===== src/rtl/barret_2237_pkg.sv =====
// Shared constants, slot state encoding and stage-1 payload for the
// barret_2237 reduction arbiter.
package barret_2237_pkg;

  localparam int unsigned Q      = 2237;
  localparam int unsigned Q_SQ   = Q * Q;
  localparam int unsigned DIN_W  = 23;
  localparam int unsigned DOUT_W = 12;
  // Source id field is sized for the largest supported requester count (8).
  localparam int unsigned SRC_W  = 3;

  typedef enum logic [1:0] {
    SLOT_IDLE     = 2'd0,
    SLOT_INFLIGHT = 2'd1,
    SLOT_HOLD     = 2'd2
  } slot_state_e;

  typedef struct packed {
    logic [DIN_W-1:0] operand;
    logic [SRC_W-1:0] src;
    logic             err;
  } s1_payload_t;

endpackage


===== src/rtl/barret_2237_rr_pick.sv =====
// Round-robin picker: first eligible index strictly after ptr_i, modulo NUM_REQ.
// Ports: eligible_i (request mask), ptr_i (last granted index),
//        grant_o (one-hot), idx_o (granted index), valid_o (any grant).
module barret_2237_rr_pick #(
  parameter int unsigned NUM_REQ = 4,
  localparam int unsigned IDX_W = $clog2(NUM_REQ)
) (
  input  logic [NUM_REQ-1:0] eligible_i,
  input  logic [IDX_W-1:0]   ptr_i,
  output logic [NUM_REQ-1:0] grant_o,
  output logic [IDX_W-1:0]   idx_o,
  output logic               valid_o
);

  int unsigned     cand;
  logic [IDX_W-1:0] cand_idx;

  always_comb begin
    grant_o  = '0;
    idx_o    = '0;
    valid_o  = 1'b0;
    cand     = 0;
    cand_idx = '0;
    for (int unsigned off = 1; off <= NUM_REQ; off++) begin
      cand = 32'(ptr_i) + off;
      if (cand >= NUM_REQ) cand = cand - NUM_REQ;
      cand_idx = IDX_W'(cand);
      if (!valid_o && eligible_i[cand_idx]) begin
        valid_o           = 1'b1;
        grant_o[cand_idx] = 1'b1;
        idx_o             = cand_idx;
      end
    end
  end

endmodule


===== src/rtl/barret_for_2237.sv =====
// Combinational Barrett reducer: dout_r = din_a mod 2237 for operands below Q*Q.
// Ports: din_a (23-bit operand), dout_r (12-bit residue).
module barret_for_2237 (
  input  logic [22:0] din_a,
  output logic [11:0] dout_r
);

  // floor(2^24 / 2237); quotient estimate undershoots by at most two.
  localparam int unsigned M_BAR = 7499;
  localparam int unsigned Q_RED = 2237;

  logic [35:0] prod;
  logic [11:0] qhat;
  logic [23:0] qq;
  logic [13:0] r0;
  logic [13:0] r1;
  logic [13:0] r2;

  always_comb begin
    prod   = 36'(din_a) * 36'(M_BAR);
    qhat   = 12'(prod >> 24);
    qq     = 24'(qhat) * 24'(Q_RED);
    r0     = 14'(24'(din_a) - qq);
    r1     = (r0 >= 14'(Q_RED)) ? (r0 - 14'(Q_RED)) : r0;
    r2     = (r1 >= 14'(Q_RED)) ? (r1 - 14'(Q_RED)) : r1;
    dout_r = 12'(r2);
  end

endmodule


===== src/rtl/barret_2237_arbiter.sv =====
// Shares one barret_for_2237 reducer between NUM_REQ requesters with round-robin
// arbitration, a stage-1 register ahead of the reducer and one result slot per requester.
// Ports: clk, rst_n (async active-low); req_valid_i/req_data_i/req_ready_o (operand side,
//        req_ready_o is a combinational one-hot grant); resp_valid_o/resp_data_o/resp_err_o/
//        resp_ready_i (result side); busy_o (any slot active); ops_done_o (handshake count).
module barret_2237_arbiter
  import barret_2237_pkg::*;
#(
  parameter int unsigned NUM_REQ = 4,
  parameter int unsigned CNT_W   = 16
) (
  input  logic                      clk,
  input  logic                      rst_n,
  input  logic [NUM_REQ-1:0]        req_valid_i,
  input  logic [NUM_REQ*DIN_W-1:0]  req_data_i,
  output logic [NUM_REQ-1:0]        req_ready_o,
  output logic [NUM_REQ-1:0]        resp_valid_o,
  output logic [NUM_REQ*DOUT_W-1:0] resp_data_o,
  output logic [NUM_REQ-1:0]        resp_err_o,
  input  logic [NUM_REQ-1:0]        resp_ready_i,
  output logic                      busy_o,
  output logic [CNT_W-1:0]          ops_done_o
);

  localparam int unsigned IDX_W = $clog2(NUM_REQ);

  slot_state_e               slot_q [NUM_REQ];
  slot_state_e               slot_d [NUM_REQ];
  logic [NUM_REQ-1:0]        resp_valid_q, resp_valid_d;
  logic [NUM_REQ*DOUT_W-1:0] resp_data_q, resp_data_d;
  logic [NUM_REQ-1:0]        resp_err_q, resp_err_d;
  logic                      s1_valid_q, s1_valid_d;
  s1_payload_t               s1_q, s1_d;
  logic [IDX_W-1:0]          ptr_q, ptr_d;
  logic [CNT_W-1:0]          ops_done_q, ops_done_d;
  logic                      busy_q, busy_d;

  logic [NUM_REQ-1:0] eligible;
  logic [NUM_REQ-1:0] pick_grant;
  logic [IDX_W-1:0]   pick_idx;
  logic               pick_valid;
  logic [DIN_W-1:0]   pick_opnd;
  logic [IDX_W-1:0]   s1_src;
  logic [DOUT_W-1:0]  red_res;
  logic [CNT_W-1:0]   hs_cnt;

  // Eligibility uses registered slot state so a slot freed this edge waits a cycle.
  always_comb begin
    for (int unsigned i = 0; i < NUM_REQ; i++) begin
      eligible[i] = req_valid_i[i] && (slot_q[i] == SLOT_IDLE);
    end
  end

  barret_2237_rr_pick #(
    .NUM_REQ (NUM_REQ)
  ) u_rr_pick (
    .eligible_i (eligible),
    .ptr_i      (ptr_q),
    .grant_o    (pick_grant),
    .idx_o      (pick_idx),
    .valid_o    (pick_valid)
  );

  // Grant is forced low while reset is asserted so every output reads 0 during reset.
  assign req_ready_o = pick_grant & {NUM_REQ{rst_n}};
  assign pick_opnd   = req_data_i[32'(pick_idx)*DIN_W +: DIN_W];
  assign s1_src      = IDX_W'(s1_q.src);

  barret_for_2237 u_reducer (
    .din_a  (s1_q.operand),
    .dout_r (red_res)
  );

  // Next-state: response handshakes, stage-1 writeback, new accept, counters.
  always_comb begin
    slot_d       = slot_q;
    resp_valid_d = resp_valid_q;
    resp_data_d  = resp_data_q;
    resp_err_d   = resp_err_q;
    s1_valid_d   = 1'b0;
    s1_d         = '0;
    ptr_d        = ptr_q;
    hs_cnt       = '0;
    busy_d       = 1'b0;

    for (int unsigned i = 0; i < NUM_REQ; i++) begin
      if (resp_valid_q[i] && resp_ready_i[i]) begin
        slot_d[i]                       = SLOT_IDLE;
        resp_valid_d[i]                 = 1'b0;
        resp_data_d[i*DOUT_W +: DOUT_W] = '0;
        resp_err_d[i]                   = 1'b0;
        hs_cnt                          = hs_cnt + CNT_W'(1);
      end
    end

    // Out-of-range operands bypass the reducer result entirely.
    for (int unsigned i = 0; i < NUM_REQ; i++) begin
      if (s1_valid_q && (s1_src == IDX_W'(i))) begin
        slot_d[i]                       = SLOT_HOLD;
        resp_valid_d[i]                 = 1'b1;
        resp_data_d[i*DOUT_W +: DOUT_W] = s1_q.err ? '0 : red_res;
        resp_err_d[i]                   = s1_q.err;
      end
    end

    if (pick_valid) begin
      s1_valid_d    = 1'b1;
      s1_d.operand  = pick_opnd;
      s1_d.src      = SRC_W'(pick_idx);
      s1_d.err      = (pick_opnd >= DIN_W'(Q_SQ));
      ptr_d         = pick_idx;
      for (int unsigned i = 0; i < NUM_REQ; i++) begin
        if (pick_grant[i]) slot_d[i] = SLOT_INFLIGHT;
      end
    end

    ops_done_d = ops_done_q + hs_cnt;

    for (int unsigned i = 0; i < NUM_REQ; i++) begin
      if (slot_d[i] != SLOT_IDLE) busy_d = 1'b1;
    end
  end

  always_ff @(posedge clk or negedge rst_n) begin
    if (!rst_n) begin
      for (int unsigned i = 0; i < NUM_REQ; i++) slot_q[i] <= SLOT_IDLE;
      resp_valid_q <= '0;
      resp_data_q  <= '0;
      resp_err_q   <= '0;
      s1_valid_q   <= 1'b0;
      s1_q         <= '0;
      ptr_q        <= IDX_W'(NUM_REQ - 1);
      ops_done_q   <= '0;
      busy_q       <= 1'b0;
    end else begin
      for (int unsigned i = 0; i < NUM_REQ; i++) slot_q[i] <= slot_d[i];
      resp_valid_q <= resp_valid_d;
      resp_data_q  <= resp_data_d;
      resp_err_q   <= resp_err_d;
      s1_valid_q   <= s1_valid_d;
      s1_q         <= s1_d;
      ptr_q        <= ptr_d;
      ops_done_q   <= ops_done_d;
      busy_q       <= busy_d;
    end
  end

  assign resp_valid_o = resp_valid_q;
  assign resp_data_o  = resp_data_q;
  assign resp_err_o   = resp_err_q;
  assign busy_o       = busy_q;
  assign ops_done_o   = ops_done_q;

endmodule

===== config.mk =====
export PLATFORM = sky130hd
export DESIGN_NAME = barret_2237_arbiter
export DESIGN_NICKNAME = d
export VERILOG_FILES = /design/src/rtl/barret_2237_pkg.sv /design/src/rtl/barret_2237_rr_pick.sv /design/src/rtl/barret_for_2237.sv /design/src/rtl/barret_2237_arbiter.sv
export SDC_FILE = /design/constraint.sdc
export NUM_CORES = 1
export LEC_CHECK = 0
export CAP_MARGIN = 10
export CELL_PAD_IN_SITES_DETAIL_PLACEMENT = 2
export CELL_PAD_IN_SITES_GLOBAL_PLACEMENT = 2
export CORE_MARGIN = 3
export CORE_UTILIZATION = 37
export CTS_CLUSTER_DIAMETER = 30
export DETAILED_ROUTE_END_ITERATION = 7
export PLACE_DENSITY_LB_ADDON = 0.1
export SLEW_MARGIN = 20
export SYNTH_ARGS = -nofsm -noshare
export SYNTH_HDL_FRONTEND = slang
export SYNTH_HIERARCHICAL = 1
export SYNTH_SLANG_ARGS = --single-unit

===== constraint.sdc =====
create_clock -name clk -period 14.12 [get_ports clk]
set_clock_uncertainty 0.2 [all_clocks]
set_input_delay 2.118 -clock clk [delete_from_list [all_inputs] [get_ports clk]]
set_output_delay 2.118 -clock clk [all_outputs]
set_load 0.005 [all_outputs]

After elaboration in Yosys (flattened, before gate mapping)
Cells that the tools add are included.
- bits in registers: 110
- bits in latches: 0
- bits in writable memories: 0
- bits in read-only memories: 0
- input port bits: 102
- output and inout bits: 77
- logic and storage cells: 177
- memories: 0
- $add $sub $neg: 15
- multipliers: 3
- div/mod/pow operators: 0
- $lt $le $gt $ge: 15
- equal/unequal tests: 3
- shifts and indexed selects: 1
- mux-type cells: 78
- bitwise operators: 4
- reduce and logical (&&, ||, !) cells: 35
- operators with widths (operator ; count):
    $mux 12 ; 10
    $shiftx 92x8->23 ; 1
    $add 16x1->16 const B ; 3
    $mux 16 ; 3
    $mux 2 ; 20
    $mul 23x13->36 const B ; 1
    $mux 1 ; 30
    $ge 14x12->1 const B ; 2
    $mux 27 ; 1
    $ge 23x23->1 const B ; 1
    $logic_and 1x1->1 ; 19
    $add 16x16->16 ; 1
    $mux 4 ; 4
    $reduce_bool 2->1 ; 8
    $mul 12x12->14 const B ; 1
    $mux 14 ; 1
    $sub 14x12->14 const B ; 1
    $sub 14x14->14 ; 1
    $lt 2x3->1 const B ; 4
    $or 4x4->4 ; 3
    $sub 12x12->12 const B ; 1
    $logic_not 2->1 ; 5
    $ge 3x3->1 const B ; 3
    $bmux 1 s2 ; 4
    13 further kinds ; 26

Logic depth before layout (Yosys ltp)
Gate-level depths: netlist of run 1.
- depth after elaboration: 22
- depth in mapped cells: 51
- mapped depth without buffers: 49

Hierarchy
The synthesis of run 1 kept the hierarchy.
- by module, submodules not included (module ; times used ; cells an instance ; area each (um2) ; seq. area each (um2)):
    barret_for_2237 ; 1 ; 1030 ; 8982.4 ; 0.0
    barret_2237_arbiter ; 1 ; 416 ; 4988.5 ; 2755.1
    barret_2237_rr_pick ; 1 ; 68 ; 525.5 ; 0.0

Worst setup path before layout of run 1
No wires, ideal clock.
- path type: flip-flop to flip-flop
- start: register s1_q[6] in the netlist's numbering
- end: register resp_data_q[17], in the netlist resp_data_o[17]
- library setup time: 0.083 ns
- data arrival time: 11.529 ns
- data required time: 13.837 ns
- path slack: 2.308 ns
- stages on the path, launching flop included: 50
- path buffers: 2
- period minus slack after synthesis: 11.812 ns
- cell sequence: dfrtp_1 clkbuf_1 inv_1 fa_1 inv_1 fa_1 fa_1 inv_1 fa_1 fa_1 inv_1 ha_1 and3_1 a31oi_1 o211ai_1 a21oi_1 o21ai_1 a21oi_1 [14 not listed] a21o_1 a21oi_1 xnor3_2 xnor3_2 nand2_1 buf_2 nor2_1 a21oi_1 ha_1 inv_1 a21oi_1 a221oi_1 a31oi_1 a211o_1 nand4bb_1 nand4_1 nand2_1 o21ai_0
- cells in the longest elaborated chain, start to end: 9
- elaborated cells on any way between the ends: 11
- those cells by class: 3 x add/sub; 2 x mul; 2 x order compare; 4 x mux
- RTL lines (item ; RTL line ; RTL):
    start, declared ; barret_2237_arbiter.sv:33 ; s1_payload_t s1_q, s1_d;
    start signal, assigned ; barret_2237_arbiter.sv:131 ; s1_q <= '0;
    start signal, assigned ; barret_2237_arbiter.sv:141 ; s1_q <= s1_d;
    $mul 23x13->36 ; barret_for_2237.sv:20 ; prod = 36'(din_a) * 36'(M_BAR);
    $mul 12x12->14 ; barret_for_2237.sv:22 ; qq = 24'(qhat) * 24'(Q_RED);
    $sub 14x14->14 (*) ; barret_for_2237.sv:23 ; r0 = 14'(24'(din_a) - qq);
    $sub 14x12->14 or $ge 14x12->1 (tied branches) ; barret_for_2237.sv:24 ; r1 = (r0 >= 14'(Q_RED)) ? (r0 - 14'(Q_RED)) : r0;
    $mux 14 (*) ; barret_for_2237.sv:24 ;
    $sub 12x12->12 or $ge 14x12->1 (tied branches) ; barret_for_2237.sv:25 ; r2 = (r1 >= 14'(Q_RED)) ? (r1 - 14'(Q_RED)) : r1;
    $mux 12 (*) ; barret_for_2237.sv:25 ;
    net red_res[5] ; barret_2237_arbiter.sv:44 ; logic [DOUT_W-1:0] red_res;
    $mux 12 (*) ; barret_2237_arbiter.sv:101 ; resp_data_d[i*DOUT_W +: DOUT_W] = s1_q.err ? '0 : red_res;
    $mux 12 (*) ; barret_2237_arbiter.sv:98 ; if (s1_valid_q && (s1_src == IDX_W'(i))) begin
    end signal, assigned ; barret_2237_arbiter.sv:138 ; resp_data_q <= resp_data_d;
    end, declared ; barret_2237_arbiter.sv:30 ; logic [NUM_REQ*DOUT_W-1:0] resp_data_q, resp_data_d;
Mark *: on every way through the listed nets, which the timed path passes. The rest lies on a longest branch.
A chain may end at the register's enable or synchronous reset.

Worst setup path after layout of run 1
- start: register s1_q[9] in the netlist's numbering
- end: register resp_data_q[41], in the netlist resp_data_o[41]
The elaborated chain is that of the path after synthesis.

==> flow_metrics.tcl, run 1 <==
set metrics [dict create \
    hp-class "reg -> reg" \
    syn-instance-count 1514 \
    synth-seq-area-share 0.1901 \
    post_drt_wl_per_cell_um 21.30 \
    cp_max_fo 10 \
    min_period_over_period 0.9415 \
    die_y_um 203.9 \
    max_freq_mhz 75.23 \
    async_flop_share 1.000 \
    fin_nets 2124 \
    multiInputGateArea_sq_um 10320 \
    postLayoutCoreUtil 0.4513 \
    critPathCaptureType "flop" \
    ys_ff_latch 110 \
    rows 71 \
    cts_buffers 9 \
    finalHoldViolCount 0 \
    cts.sink_count 110 \
    synth_edf_count 0 \
    drt-initial-drc-count 395 \
    yosysUniqueCellTypes 85 \
    grt_max_degree 71 \
    ys.warnings.count 6 \
    grt_pass1_vias 13430 \
    die_area_sq_um 41590 \
    clock-root-buffer "clkbuf_16" \
    grt_overflow 0 \
    drt-pass1-iter-count 5 \
    cts_tree "done" \
    route.detailed.drc 0 \
    start_util 0.3804 \
    drt-total-wl_um 46810 \
    synthToLayoutAreaGrowth_pct 18.63 \
    htree_levels 3 \
    drive_above_1_share 0.06046 \
    final_antenna_net_count 0 \
    max_slew_margin 0.3144 \
    worst_slew_pin_slew_ns 1.026 \
    drv_cap 0 \
    cp_slowest_cell "fa_1" \
    slowest_delay_ns 0.62 \
    setup_viol 0 \
    syn-cell-area_sq_um 14500 \
    synth_top_flop_cell "dfrtp_1" \
    diodes 0 \
    die_w_um 203.9 \
    clkSlewWorstSetupHoldPaths_ns 0.08 \
    insertion_delay_ns 0.35 \
    cts_hold_buf 0 \
    synth_nets 1955 \
    status "finished clean" \
    boundaryPins 179 \
    io_buffer_count 178 \
    period_needed_ns 13.29 \
    drv_slew 0 \
    grtUsageTotal 0.2289 \
    route.vias.total 11430 \
    yosysTopAreaCellShare 0.2113 \
    grt_pass1_wl_um 75150 \
    critPathMostFrequentCell "inv_1" \
    fillers 4072 \
    synth_area_leaders "fa_1 (21%), dfrtp_1 (19%), ha_1 (16%)" \
    routabilityCongestion 0.8348 \
    cp-start-kind "flop" \
    synth_area_per_cell_sq_um 9.575 \
    antenna_found_initial 0 \
    yosys.area.top_type "fa_1" \
    via_per_inst 5.200 \
    worst_ep_required_time_ns 14.17 \
    critPathKind "reg -> reg" \
    clock_path_buffers 2 \
    worst_ep_arrival_time_ns 13.35 \
    core_area_sq_um 38110 \
    finalSetupTns_ns 0 \
    detailed_place_hpwl_um 39620 \
    regArea_sq_um 2764 \
]
==> per-layer routing <==
layer	global-route usage	vias to the layer above	part of all wire
met2	0.3977	180	0.49
li1	-	5321	-
met5	0	-	0
met4	0.03219	0	0.0088
met3	0.04284	27	0.045
met1	0.3055	5902	0.46
==> area by class of cell <==
class | count | share of cell area
timing repair buffer | 199 | 0.1126
inverter | 332 | 0.07355
tap | 511 | 0.03718
clock buffer | 12 | 0.01433
clock inverter | 3 | 0.001673
multi-input combinational | 1031 | 0.5999
sequential | 110 | 0.1607
==> cell usage in the layout, fill, tap and decap left out, types with 7 or more instances in the layout <==
cell type / n
inv_1: 325
a21oi_1: 52
and3_1: 14
clkdlybuf4s50_1: 177
mux4_2: 8
mux4_1: 16
o21ai_0: 82
nor2_1: 44
xor2_1: 27
ha_1: 186
xnor2_1: 58
a21o_1: 11
dfrtp_1: 101
nand4_1: 8
and2_1: 29
a22oi_1: 7
buf_4: 22
o211ai_1: 7
fa_1: 153
nand2_1: 75
o21ai_1: 10
dfrtp_2: 7
nand3_1: 68
a31oi_1: 10
nor4_1: 8
nor3_1: 15
clkbuf_16: 9
o21a_1: 8
nor2b_1: 10
==> worst paths after layout <==
| check | startpoint | to | slack [ns] | depth (start not counted) |
|---|---|---|---|---|
| setup / recovery | s1_q[9]$_DFF_PN0_ | resp_data_o[41]$_DFFE_PN0P_ | 0.83 | 47 |
| hold / removal | ops_done_o[15]$_DFF_PN0_ | ops_done_o[15]$_DFF_PN0_ | 0.28 | 1 |
| setup reg to reg | s1_q[9]$_DFF_PN0_ | resp_data_o[41]$_DFFE_PN0P_ | 0.83 | 47 |
| hold reg to reg | ops_done_o[15]$_DFF_PN0_ | ops_done_o[15]$_DFF_PN0_ | 0.28 | 1 |
| max in group asynchronous | rst_n | s1_q[6]$_DFF_PN0_ | 10.75 | 2 |
| min in group asynchronous | rst_n | ops_done_o[15]$_DFF_PN0_ | 1.58 | 1 |
==> through the flow <==
stage | instance area (sq um) | hold slack [ns] | cells | setup slack, ns
global route | 17200 | 0.2970 | 2198 | -0.03223
CTS | 17050 | 0.2860 | 2188 | 0.2168
global placement | 16770 | 0.2635 | 2173 | 0.5594
finish | 17200 | 0.2840 | 2198 | 0.8266
floorplan | 14500 | 0.2647 | 1514 | 2.308
detailed placement | 16770 | 0.2646 | 2173 | 0.2739
==> synthesized netlist by cell type, types with 5 or more instances <==
master and count:
o21a_1 8, nand2b_1 6, mux4_2 8, clkbuf_1 29, nor3b_1 5, o21bai_1 5
dfrtp_1 108, and3_1 14, a22oi_1 7, a31oi_1 10, inv_1 330, buf_6 6
a21oi_1 52, a21o_1 11, a211oi_1 5, xnor2_1 59, o211ai_1 7, nor2_1 45
a221o_1 5, nand3_1 69, nand4_1 8, xor2_1 28, fa_1 153, o21ai_1 11
mux2i_1 6, o21ai_0 82, nor3_1 15, mux4_1 16, and2_1 29, ha_1 186
nand2_1 76, mux2_2 6, a221oi_1 5, nor4_1 8, nor2b_1 10
==> critical path, delay by kind of cell, from the launching register on <==
family	cells	cell delay [ns]
and+or+nand+nor	6	1.45
adders and majority gates	13	5.90
DFF	1	0.46
buffers and inverters	11	1.42
xor gates and xnor gates	3	0.63
AOI/OAI and AO/OA	14	3.12
==> repair_timing <==
action	4_1_cts	5_1_grt
resized for setup	0	19
buffers inserted	0	10
endpoints found under the setup margin	0	48
==> flip-flops by register name, indices dropped and copies added, names as in the netlist <==
register and count:
resp_data_o 48, resp_valid_o 4, slot_q 8, resp_err_o 4, s1_valid_q 1, busy_o 1
ptr_q 2, s1_q 26, ops_done_o 16
==> cell families after synthesis <==
group | synth area share
xor gates and xnor gates | 0.05973
AOI/OAI and AO/OA | 0.1157
buffers and inverters | 0.1016
adders and majority gates | 0.3718
other | 0.0002587
DFF | 0.1901
muxes | 0.05179
and+or+nand+nor | 0.1091
Power of run 1 is left out: the tool's default activity adds up to more than one toggle a clock period on the data nets, which glitch-free logic cannot reach.
==> inputs of run 2 (changes only) <==
clock period = 12.68 ns   (was 14.12 ns; I/O delays follow)
==> flow_metrics.tcl, run 2 (synthesized netlist as in run 1, its figures left out) <==
set metrics [dict create \
    min_period_over_period 0.9513 \
    final_antenna_net_count 0 \
    die_area_sq_um 41590 \
    max_slew_margin 0.2967 \
    drv_cap 0 \
    fillers 4072 \
    cp_slowest_cell "fa_1" \
    rows 71 \
    synthToLayoutAreaGrowth_pct 22.23 \
    detailed_place_hpwl_um 40020 \
    regArea_sq_um 2760 \
    stdcell_count 2238 \
    cp-start-kind "flop" \
    period_needed_ns 12.06 \
    cts_tree "done" \
    drt-initial-drc-count 385 \
    multiInputGateArea_sq_um 10500 \
    cts_buffers 9 \
    route.detailed.drc 0 \
    hp-class "reg -> reg" \
    drive_above_1_share 0.1054 \
    antenna_found_initial 0 \
    route.vias.total 11600 \
    cts_hold_buf 0 \
    clock-root-buffer "clkbuf_16" \
    setup_viol 0 \
    die_w_um 203.9 \
    status "finished clean" \
    grt_max_degree 43 \
    max_freq_mhz 82.90 \
    slowest_delay_ns 0.56 \
    clock_path_buffers 2 \
    grt_overflow 0 \
    boundaryPins 179 \
    worst_ep_arrival_time_ns 12.13 \
    diodes 0 \
    worst_ep_required_time_ns 12.75 \
    hold_slack_ns 0.2797 \
    postLayoutCoreUtil 0.4650 \
    routabilityCongestion 0.8605 \
    grtUsageTotal 0.2337 \
    layout_common_cells "inv_1 (321), ha_1 (184), clkdlybuf4s50_1 (177)" \
    cp_max_fo 10 \
    drv_slew 0 \
    insertion_delay_ns 0.36 \
    worst_slew_pin_slew_ns 1.052 \
    htree_levels 3 \
    final_common_cell "inv_1" \
    fin_nets 2164 \
    core_area_sq_um 38110 \
    die_y_um 203.9 \
    critPathCaptureType "flop" \
    critPathKind "reg -> reg" \
    clkSlewWorstSetupHoldPaths_ns 0.08 \
    drt-total-wl_um 48190 \
    place_inst 2207 \
    finalHoldViolCount 0 \
    cts.sink_count 110 \
    post_drt_wl_per_cell_um 21.53 \
    via_per_inst 5.185 \
    grt_pass1_wl_um 76580 \
    drt-pass1-iter-count 4 \
    io_buffer_count 178 \
    rrSetupSlack_ns 0.62 \
    largest_reg_flops 48 \
    start_util 0.3804 \
    grt_pass1_vias 13750 \
]
run 2: repair_timing:
action / in CTS / in global routing
pin swaps: 0 / 17
gates resized for setup: 10 / 81
setup buffers: 5 / 11
hold endpoints to repair: 0 / 0
endpoints found under the setup margin: 44 / 48
run 2: layer usage:
| metal | part of all wire | vias to the layer above | global-route usage |
|---|---|---|---|
| li1 | - | 5406 | - |
| met2 | 0.51 | 155 | 0.4184 |
| met3 | 0.040 | 38 | 0.04125 |
| met5 | 0 | - | 0 |
| met1 | 0.44 | 6005 | 0.2991 |
| met4 | 0.012 | 0 | 0.04227 |
run 2: cell type report:
type,instances,area share
tap,511,0.03608
inverter,332,0.07139
multi-input combinational,1031,0.5925
sequential,110,0.1558
clock buffer,9,0.01271
timing repair buffer,239,0.1269
clock inverter,6,0.004660
run 2: path summary, 6_finish.rpt:
| path | to | start | cells past startpoint |
|---|---|---|---|
| setup / recovery | resp_data_o[16]$_DFFE_PN0P_ | s1_q[6]$_DFF_PN0_ | 47 |
| hold / removal | ops_done_o[15]$_DFF_PN0_ | ops_done_o[15]$_DFF_PN0_ | 1 |
| setup reg to reg | resp_data_o[16]$_DFFE_PN0P_ | s1_q[6]$_DFF_PN0_ | 47 |
| hold reg to reg | ops_done_o[15]$_DFF_PN0_ | ops_done_o[15]$_DFF_PN0_ | 1 |
| max in group asynchronous | s1_q[16]$_DFF_PN0_ | rst_n | 3 |
| min in group asynchronous | ops_done_o[15]$_DFF_PN0_ | rst_n | 1 |
run 2: per-stage QoR:
step	area (sq um)	TNS, ns	setup slack, ns
2_1_floorplan	14500	0	0.8679
3_3_place_gp	17020	0	0.3624
3_5_place_dp	17040	-8.661	-0.3096
4_1_cts	17430	0	0.04992
5_1_grt	17720	-3.894	-0.1295
6_report	17720	0	0.6176
run 2: critical path, delay by kind of cell (launching register included):
| family | cells | cell delay (ns) |
|---|---|---|
| buffers and inverters | 10 | 0.83 |
| AO/OA/AOI/OAI | 15 | 2.87 |
| XOR/XNOR | 4 | 0.96 |
| AND/OR/NAND/NOR | 5 | 0.77 |
| adder cells (fa/ha/maj) | 13 | 5.91 |
| flip-flops | 1 | 0.42 |
Power of run 2 is left out for the same reason.
